**config.mk**
```make
export PLATFORM = sky130hd
export DESIGN_NAME = dot_prod_acc_flat
export DESIGN_NICKNAME = d
export VERILOG_FILES = /design/src/rtl/dot_prod_acc_if.sv /design/src/rtl/dot_prod_acc.sv /design/src/flat_wrapper.sv
export SDC_FILE = /design/constraint.sdc
export NUM_CORES = 2
export LEC_CHECK = 0
export ABC_AREA = 1
export BUFFER_PORTS_ARGS = -buffer_cell sky130_fd_sc_hd__buf_2
export CORE_MARGIN = 10
export CORE_UTILIZATION = 30
export CTS_BUF_LIST = sky130_fd_sc_hd__clkbuf_8
export DETAILED_ROUTE_END_ITERATION = 12
export PLACE_DENSITY = 0.46
export RECOVER_POWER = 100
export SLEW_MARGIN = 40
export SYNTH_ARGS = -nofsm -noshare
export SYNTH_HDL_FRONTEND = slang
export SYNTH_SLANG_ARGS = --single-unit
```
**constraint.sdc**
```tcl
create_clock -name i_clk -period 7.3 [get_ports i_clk]
set_input_delay 1.46 -clock i_clk [delete_from_list [all_inputs] [get_ports i_clk]]
set_output_delay 1.46 -clock i_clk [all_outputs]
set_load 0.005 [all_outputs]
```
**src/rtl/dot_prod_acc_if.sv**
```systemverilog
// Valid/ready stream bundle for the dot-product engine: operand beats in, scaled frame results out.
interface dot_prod_acc_if #(
  parameter int DATA_WIDTH_IN = 16,
  parameter int N_PAIRS       = 4,
  parameter int ACC_WIDTH     = 48
) ();
  logic                               i_valid;
  logic                               o_ready;
  logic [DATA_WIDTH_IN*N_PAIRS-1:0]   i_data_a;
  logic [DATA_WIDTH_IN*N_PAIRS-1:0]   i_data_b;
  logic                               i_last;
  logic                               o_valid;
  logic                               i_ready;
  logic [ACC_WIDTH-1:0]               o_data;
  logic                               o_ovf;

  modport slave (
    input  i_valid, i_data_a, i_data_b, i_last, i_ready,
    output o_ready, o_valid, o_data, o_ovf
  );

  modport master (
    output i_valid, i_data_a, i_data_b, i_last, i_ready,
    input  o_ready, o_valid, o_data, o_ovf
  );
endinterface

```
**src/rtl/dot_prod_acc.sv**
```systemverilog
// Three-stage streaming dot-product engine: products, adder tree, then saturating
// frame accumulator with a scaled, saturated result register.
module dot_prod_acc #(
  parameter int          DATA_WIDTH_IN = 16,
  parameter int          N_PAIRS       = 4,
  parameter int          ACC_WIDTH     = 48,
  parameter int unsigned SCALE         = 9,
  parameter int          SIGNED        = 0
) (
  input  logic          i_clk,
  input  logic          i_rst_n,
  dot_prod_acc_if.slave bus
);

  localparam int          DW        = DATA_WIDTH_IN;
  localparam int          PW        = 2 * DW;
  localparam int          SW        = PW + $clog2(N_PAIRS);
  localparam int          AW        = ACC_WIDTH;
  // Wide enough for AW-bit value times a 32-bit scale plus sign, so nothing wraps before clamping.
  localparam int          MW        = AW + 34;
  localparam bit          IS_SIGNED = (SIGNED != 32'sd0);
  localparam logic [31:0] SCALE_C   = 32'(SCALE);

  function automatic logic [PW-1:0] mul_op(input logic [DW-1:0] a, input logic [DW-1:0] b);
    logic signed [PW-1:0] ea;
    logic signed [PW-1:0] eb;
    ea = IS_SIGNED ? {{(PW-DW){a[DW-1]}}, a} : {{(PW-DW){1'b0}}, a};
    eb = IS_SIGNED ? {{(PW-DW){b[DW-1]}}, b} : {{(PW-DW){1'b0}}, b};
    return ea * eb;
  endfunction

  function automatic logic [SW-1:0] ext_prod(input logic [PW-1:0] p);
    return IS_SIGNED ? {{(SW-PW){p[PW-1]}}, p} : {{(SW-PW){1'b0}}, p};
  endfunction

  function automatic logic signed [MW-1:0] ext_sum(input logic [SW-1:0] s);
    return IS_SIGNED ? {{(MW-SW){s[SW-1]}}, s} : {{(MW-SW){1'b0}}, s};
  endfunction

  function automatic logic signed [MW-1:0] ext_acc(input logic [AW-1:0] v);
    return IS_SIGNED ? {{(MW-AW){v[AW-1]}}, v} : {{(MW-AW){1'b0}}, v};
  endfunction

  // Returns {saturated, clamped AW-bit value}.
  function automatic logic [AW:0] sat_fit(input logic signed [MW-1:0] v);
    logic [AW:0] r;
    if (IS_SIGNED) begin
      if (v[MW-1:AW-1] == {(MW-AW+1){v[MW-1]}}) begin
        r = {1'b0, v[AW-1:0]};
      end else if (v[MW-1]) begin
        r = {1'b1, 1'b1, {(AW-1){1'b0}}};
      end else begin
        r = {1'b1, 1'b0, {(AW-1){1'b1}}};
      end
    end else begin
      if (v[MW-1:AW] == {(MW-AW){1'b0}}) begin
        r = {1'b0, v[AW-1:0]};
      end else begin
        r = {1'b1, {AW{1'b1}}};
      end
    end
    return r;
  endfunction

  logic                        adv_s;
  logic                        s1_valid_q, s1_valid_d;
  logic                        s1_last_q,  s1_last_d;
  logic [N_PAIRS-1:0][PW-1:0]  prod_q,     prod_d;
  logic                        s2_valid_q, s2_valid_d;
  logic                        s2_last_q,  s2_last_d;
  logic [SW-1:0]               s2_sum_q,   s2_sum_d;
  logic [SW-1:0]               sum_s;
  logic [AW-1:0]               acc_q,      acc_d;
  logic                        fovf_q,     fovf_d;
  logic [AW-1:0]               o_data_q,   o_data_d;
  logic                        o_ovf_q,    o_ovf_d;
  logic                        o_valid_q,  o_valid_d;
  logic [AW:0]                 add_s;
  logic [AW:0]                 mul_s;
  logic signed [MW-1:0]        scale_s;

  // The whole pipeline advances together whenever the output slot is free or being drained.
  always_comb begin
    adv_s   = !o_valid_q || bus.i_ready;
    scale_s = {{(MW-32){1'b0}}, SCALE_C};
  end

  // Stage 1: element-wise products of the accepted beat.
  always_comb begin
    s1_valid_d = s1_valid_q;
    s1_last_d  = s1_last_q;
    prod_d     = prod_q;
    if (adv_s) begin
      s1_valid_d = bus.i_valid;
      s1_last_d  = bus.i_last;
      if (bus.i_valid) begin
        for (int k = 0; k < N_PAIRS; k++) begin
          prod_d[k] = mul_op(bus.i_data_a[k*DW +: DW], bus.i_data_b[k*DW +: DW]);
        end
      end else begin
        prod_d = prod_q;
      end
    end else begin
      s1_valid_d = s1_valid_q;
    end
  end

  // Stage 2: adder tree over the registered products.
  always_comb begin
    sum_s = {SW{1'b0}};
    for (int k = 0; k < N_PAIRS; k++) begin
      sum_s = sum_s + ext_prod(prod_q[k]);
    end
    s2_valid_d = s2_valid_q;
    s2_last_d  = s2_last_q;
    s2_sum_d   = s2_sum_q;
    if (adv_s) begin
      s2_valid_d = s1_valid_q;
      s2_last_d  = s1_last_q;
      if (s1_valid_q) begin
        s2_sum_d = sum_s;
      end else begin
        s2_sum_d = s2_sum_q;
      end
    end else begin
      s2_valid_d = s2_valid_q;
    end
  end

  // Stage 3: saturating accumulate; on the closing beat scale, clamp and publish, then clear.
  always_comb begin
    add_s    = sat_fit(ext_acc(acc_q) + ext_sum(s2_sum_q));
    mul_s    = sat_fit(ext_acc(add_s[AW-1:0]) * scale_s);
    acc_d    = acc_q;
    fovf_d   = fovf_q;
    o_data_d = o_data_q;
    o_ovf_d  = o_ovf_q;
    o_valid_d = o_valid_q;
    if (adv_s && s2_valid_q) begin
      if (s2_last_q) begin
        o_data_d  = mul_s[AW-1:0];
        o_ovf_d   = fovf_q | add_s[AW] | mul_s[AW];
        o_valid_d = 1'b1;
        acc_d     = {AW{1'b0}};
        fovf_d    = 1'b0;
      end else begin
        acc_d     = add_s[AW-1:0];
        fovf_d    = fovf_q | add_s[AW];
        o_valid_d = 1'b0;
      end
    end else if (adv_s) begin
      o_valid_d = 1'b0;
    end else begin
      o_valid_d = o_valid_q;
    end
  end

  // State registers; reset discards any partial frame and the pending result.
  always_ff @(posedge i_clk or negedge i_rst_n) begin
    if (!i_rst_n) begin
      s1_valid_q <= 1'b0;
      s1_last_q  <= 1'b0;
      prod_q     <= {(N_PAIRS*PW){1'b0}};
      s2_valid_q <= 1'b0;
      s2_last_q  <= 1'b0;
      s2_sum_q   <= {SW{1'b0}};
      acc_q      <= {AW{1'b0}};
      fovf_q     <= 1'b0;
      o_data_q   <= {AW{1'b0}};
      o_ovf_q    <= 1'b0;
      o_valid_q  <= 1'b0;
    end else begin
      s1_valid_q <= s1_valid_d;
      s1_last_q  <= s1_last_d;
      prod_q     <= prod_d;
      s2_valid_q <= s2_valid_d;
      s2_last_q  <= s2_last_d;
      s2_sum_q   <= s2_sum_d;
      acc_q      <= acc_d;
      fovf_q     <= fovf_d;
      o_data_q   <= o_data_d;
      o_ovf_q    <= o_ovf_d;
      o_valid_q  <= o_valid_d;
    end
  end

  assign bus.o_ready = adv_s;
  assign bus.o_valid = o_valid_q;
  assign bus.o_data  = o_data_q;
  assign bus.o_ovf   = o_ovf_q;

endmodule

```
**src/flat_wrapper.sv**
```systemverilog
// flat-port wrapper written by rule: the top's interface ports become plain ports
module dot_prod_acc_flat 
#(
  parameter int          DATA_WIDTH_IN = 16,
  parameter int          N_PAIRS       = 4,
  parameter int          ACC_WIDTH     = 48,
  parameter int unsigned SCALE         = 9,
  parameter int          SIGNED        = 0
)
  (i_clk, i_rst_n, bus_i_valid, bus_i_data_a, bus_i_data_b, bus_i_last, bus_i_ready, bus_o_ready, bus_o_valid, bus_o_data, bus_o_ovf);
  dot_prod_acc_if #(.DATA_WIDTH_IN(DATA_WIDTH_IN), .N_PAIRS(N_PAIRS), .ACC_WIDTH(ACC_WIDTH)) bus_i ();
  input  logic i_clk;
  input  logic i_rst_n;
  input wire logic [$bits(bus_i.i_valid)-1:0] bus_i_valid;
  input wire logic [$bits(bus_i.i_data_a)-1:0] bus_i_data_a;
  input wire logic [$bits(bus_i.i_data_b)-1:0] bus_i_data_b;
  input wire logic [$bits(bus_i.i_last)-1:0] bus_i_last;
  input wire logic [$bits(bus_i.i_ready)-1:0] bus_i_ready;
  output wire logic [$bits(bus_i.o_ready)-1:0] bus_o_ready;
  output wire logic [$bits(bus_i.o_valid)-1:0] bus_o_valid;
  output wire logic [$bits(bus_i.o_data)-1:0] bus_o_data;
  output wire logic [$bits(bus_i.o_ovf)-1:0] bus_o_ovf;
  assign bus_i.i_valid = bus_i_valid;
  assign bus_i.i_data_a = bus_i_data_a;
  assign bus_i.i_data_b = bus_i_data_b;
  assign bus_i.i_last = bus_i_last;
  assign bus_i.i_ready = bus_i_ready;
  assign bus_o_ready = bus_i.o_ready;
  assign bus_o_valid = bus_i.o_valid;
  assign bus_o_data = bus_i.o_data;
  assign bus_o_ovf = bus_i.o_ovf;
  dot_prod_acc #(.DATA_WIDTH_IN(DATA_WIDTH_IN), .N_PAIRS(N_PAIRS), .ACC_WIDTH(ACC_WIDTH), .SCALE(SCALE), .SIGNED(SIGNED)) u_core (.i_clk(i_clk), .i_rst_n(i_rst_n), .bus(bus_i));
endmodule
```
==> flow_metrics.py <==
metrics = {
    "outcome": {
        "outcome": "finished with violations",
        "violations_in_the_final_reports": "capacitance limit, slew limit",
    },
    "critical_path": {
        "crit_fanout": 9,
        "crit_buf_inv": 8,
        "setup.worst_path.start_class": "input port",
        "slowest_stage": "sky130_fd_sc_hd__fa_1",
        "critical_path_arrival_ns": 7.31,
        "crit_path_max_incr_delay_ns": 0.53,
        "critical_path_required_ns": 7.71,
        "worstSetupEndpointType": "flip-flop",
        "path_class": "input port to flip-flop",
        "critical-path-top-delay-family": "adder cells",
    },
    "clocking": {
        "post-cts-setup-buffer-count": 0,
        "cts-resized-gates": 0,
        "cts_root_buffer": "sky130_fd_sc_hd__clkbuf_8",
        "clk_path_buf_depth": 3,
        "cts_made_buffers": 49,
        "htreeDepth": 2,
        "tritoncts": "done",
        "cts.sink_count": 265,
        "holdBufCountCts": 0,
        "insertion_delay_ns": 0.71,
        "clkSlewWorstSetupHoldPaths_ns": 0.06,
    },
    "synth": {
        "synth_enable_flop_cells": 0,
        "synthCells": 7744,
        "ys_types": 51,
        "yosys.area.top_type": "sky130_fd_sc_hd__fa_1",
        "synth_nets": 9293,
        "netlist_area_sq_um": 56500,
        "synth.avg_cell_area_sq_um": 7.29,
        "synth_top_area_share": 0.288,
        "synth.ff_latch_count": 265,
        "synth_sequential_area_ratio": 0.117,
        "async_s_r_ff_share_synth": 1.00,
        "post-synth-top-count-cell": "sky130_fd_sc_hd__nand2_1",
        "synth_top_cells_by_count": "1971 x sky130_fd_sc_hd__nand2_1, 1910 x sky130_fd_sc_hd__inv_1, 812 x sky130_fd_sc_hd__fa_1, 604 x sky130_fd_sc_hd__ha_1, 383 x sky130_fd_sc_hd__nor2_1",
        "synth_top_cells_by_area": "sky130_fd_sc_hd__fa_1 29%, sky130_fd_sc_hd__ha_1 13%, sky130_fd_sc_hd__nand2_1 13%",
        "ys_warn_count": 0,
        "synthFlopType": "sky130_fd_sc_hd__dfrtp_1",
    },
    "floorplanning": {
        "core_area_sq_um": 187000,
        "die_w_um": 454,
        "rows": 159,
        "initial_utilization": 0.301,
        "fp.dieH_um": 454,
        "dieArea_sq_um": 206000,
        "num_io_pins": 184,
    },
    "placement": {
        "gp_congestion": 0.875,
        "port_buffers": 183,
        "place.detailed.hpwl_mm": 143,
    },
    "route": {
        "vias_per_cell": 4.56,
        "vias": 46971,
        "drt_drc_violations_left": 0,
        "detailedRoute.firstPassIterationCount": 6,
        "detailedRoute.firstIterationViolations": 2663,
        "routedWlPerCell_um": 16.5,
        "postRouteWirelength_mm": 170,
        "antenna_violating_nets_post_route": 0,
    },
    "global_routing": {
        "first_global_vias": 50370,
        "grt_overflow_total": 0,
        "grt_first_pass_wirelength_mm": 276,
        "grt.total_usage": 0.166,
        "grt_antenna_before_repair": 2,
        "grt_start_max_net_pins": 79,
    },
    "job": {
        "maxCapViolCount": 6,
    },
    "sta": {
        "whs_ns": 0.487,
        "period_needed_ns": 6.90,
        "final_max_tran_viols": 337,
        "max_freq_mhz": 145,
        "max_slew.worst_pin.slew_ns": 4.24,
        "fin_crit_sh": 0.945,
        "skew_ns": 0.0945,
        "timing.slew.headroom": -1.82,
        "rsz0062_at_grt": "false",
        "final_hold_viol_count": 0,
        "final-setup-viol-count": 0,
    },
    "cells_and_area": {
        "drive_gt1_frac": 0.0592,
        "finalNetCount": 9315,
        "syn2layout_area_growth_pct": 7.95,
    },
    "hold_path": {
        "type_of_the_worst_min_delay_path": "flip-flop to flip-flop",
    },
}
## final timing paths
check | startpoint | to | slack (ns) | cells past startpoint
max | bus_i_data_a[60] | u_core.prod_q[123] | 0.40 | 26
min | u_core.prod_q[123] | u_core.prod_q[123] | 0.49 | 2
max reg2reg | u_core.acc_q[0] | u_core.bus.o_data[40] | 0.79 | 35
min reg2reg | u_core.prod_q[123] | u_core.prod_q[123] | 0.49 | 2
max in group asynchronous | i_rst_n | u_core.prod_q[46] | 1.48 | 2
min in group asynchronous | i_rst_n | u_core.bus.o_data[47] | 2.21 | 1
## tightest hold or removal path: stages, from the launching register on
cell and delay [ns]:
sky130_fd_sc_hd__dfrtp_1 0.34, sky130_fd_sc_hd__nand2_1 0.05, sky130_fd_sc_hd__o21ai_0 0.06
## placed cells by master (no fill, tap or decap), types with 5 or more instances in the layout
cell,synthesis,final
sky130_fd_sc_hd__nor2_1,383,382
sky130_fd_sc_hd__nand2_2,8,7
sky130_fd_sc_hd__buf_2,9,141
sky130_fd_sc_hd__nand3_1,244,253
sky130_fd_sc_hd__o211ai_1,10,10
sky130_fd_sc_hd__nor2_2,10,10
sky130_fd_sc_hd__nand2_1,1971,1971
sky130_fd_sc_hd__nand3b_1,7,7
sky130_fd_sc_hd__a211oi_1,5,5
sky130_fd_sc_hd__o21bai_1,34,34
sky130_fd_sc_hd__fa_1,812,812
sky130_fd_sc_hd__buf_4,1,80
sky130_fd_sc_hd__nand4_1,39,39
sky130_fd_sc_hd__o22ai_1,7,7
sky130_fd_sc_hd__a22o_1,5,5
sky130_fd_sc_hd__o21a_1,13,13
sky130_fd_sc_hd__a31oi_1,39,39
sky130_fd_sc_hd__or2_2,103,103
sky130_fd_sc_hd__a21o_1,33,33
sky130_fd_sc_hd__nor3_1,44,44
sky130_fd_sc_hd__inv_1,1910,1923
sky130_fd_sc_hd__a21boi_0,11,11
sky130_fd_sc_hd__clkbuf_4,0,5
sky130_fd_sc_hd__clkbuf_8,0,62
sky130_fd_sc_hd__ha_1,604,604
sky130_fd_sc_hd__o21ai_0,313,315
sky130_fd_sc_hd__dfrtp_1,265,265
sky130_fd_sc_hd__clkinv_2,0,6
sky130_fd_sc_hd__nor4_1,13,13
sky130_fd_sc_hd__xor2_1,81,81
sky130_fd_sc_hd__xnor2_1,79,79
sky130_fd_sc_hd__clkbuf_1,311,61
sky130_fd_sc_hd__inv_2,18,18
sky130_fd_sc_hd__a21oi_1,308,308
## state kept, by name, indices dropped and copies added, names as in the netlist
name,flops
u_core.prod_q,128
u_core.s1_last_q,1
u_core.acc_q,48
u_core.s2_sum_q,34
u_core.s1_valid_q,1
u_core.bus.o_data,48
u_core.s2_valid_q,1
u_core.fovf_q,1
u_core.s2_last_q,1
u_core.bus.o_ovf,1
u_core.bus.o_valid,1
## cells by family after synthesis
logic type	synth area share
flip-flops	0.117
buffers and inverters	0.151
XOR/XNOR	0.0248
AO/OA/AOI/OAI	0.0787
adder cells (fa/ha/maj)	0.422
AND/OR/NAND/NOR	0.206
## layout make-up
cell class | count | area [sq um]
diodes | 1 | 2.50
inverters | 1929 | 7240
clock inverters | 25 | 155
multi-input cells | 5225 | 41300
clock buffers | 62 | 853
well taps | 2495 | 3120
repair buffers | 296 | 1660
flip-flops and latches | 265 | 6630
fillers | 20696 | 126000
## metrics by stage
stage	std cells	worst slack, ns	area, sq um	utilization	TNS, ns
floorplan	7744	0.318	56500	-	0
global placement	10209	-0.0776	60100	0.321	-0.0914
detailed placement	10209	-0.136	60100	0.321	-0.171
CTS	10296	0.558	61100	0.326	0
global route	10298	0.0997	60900	0.325	0
finish	10298	0.403	60900	0.325	0
## metal layers
layer  up-vias  global-route usage  wire, um
li1      23130                   -         -
met3       182              0.0125      4880
met4         2              0.0317      3330
met5         -                   0        13
met1     22890               0.211     74600
met2       767               0.307     87200
Power is not shown: default switching activity piles up to over one toggle a cycle in this logic, so the estimate is an artifact.
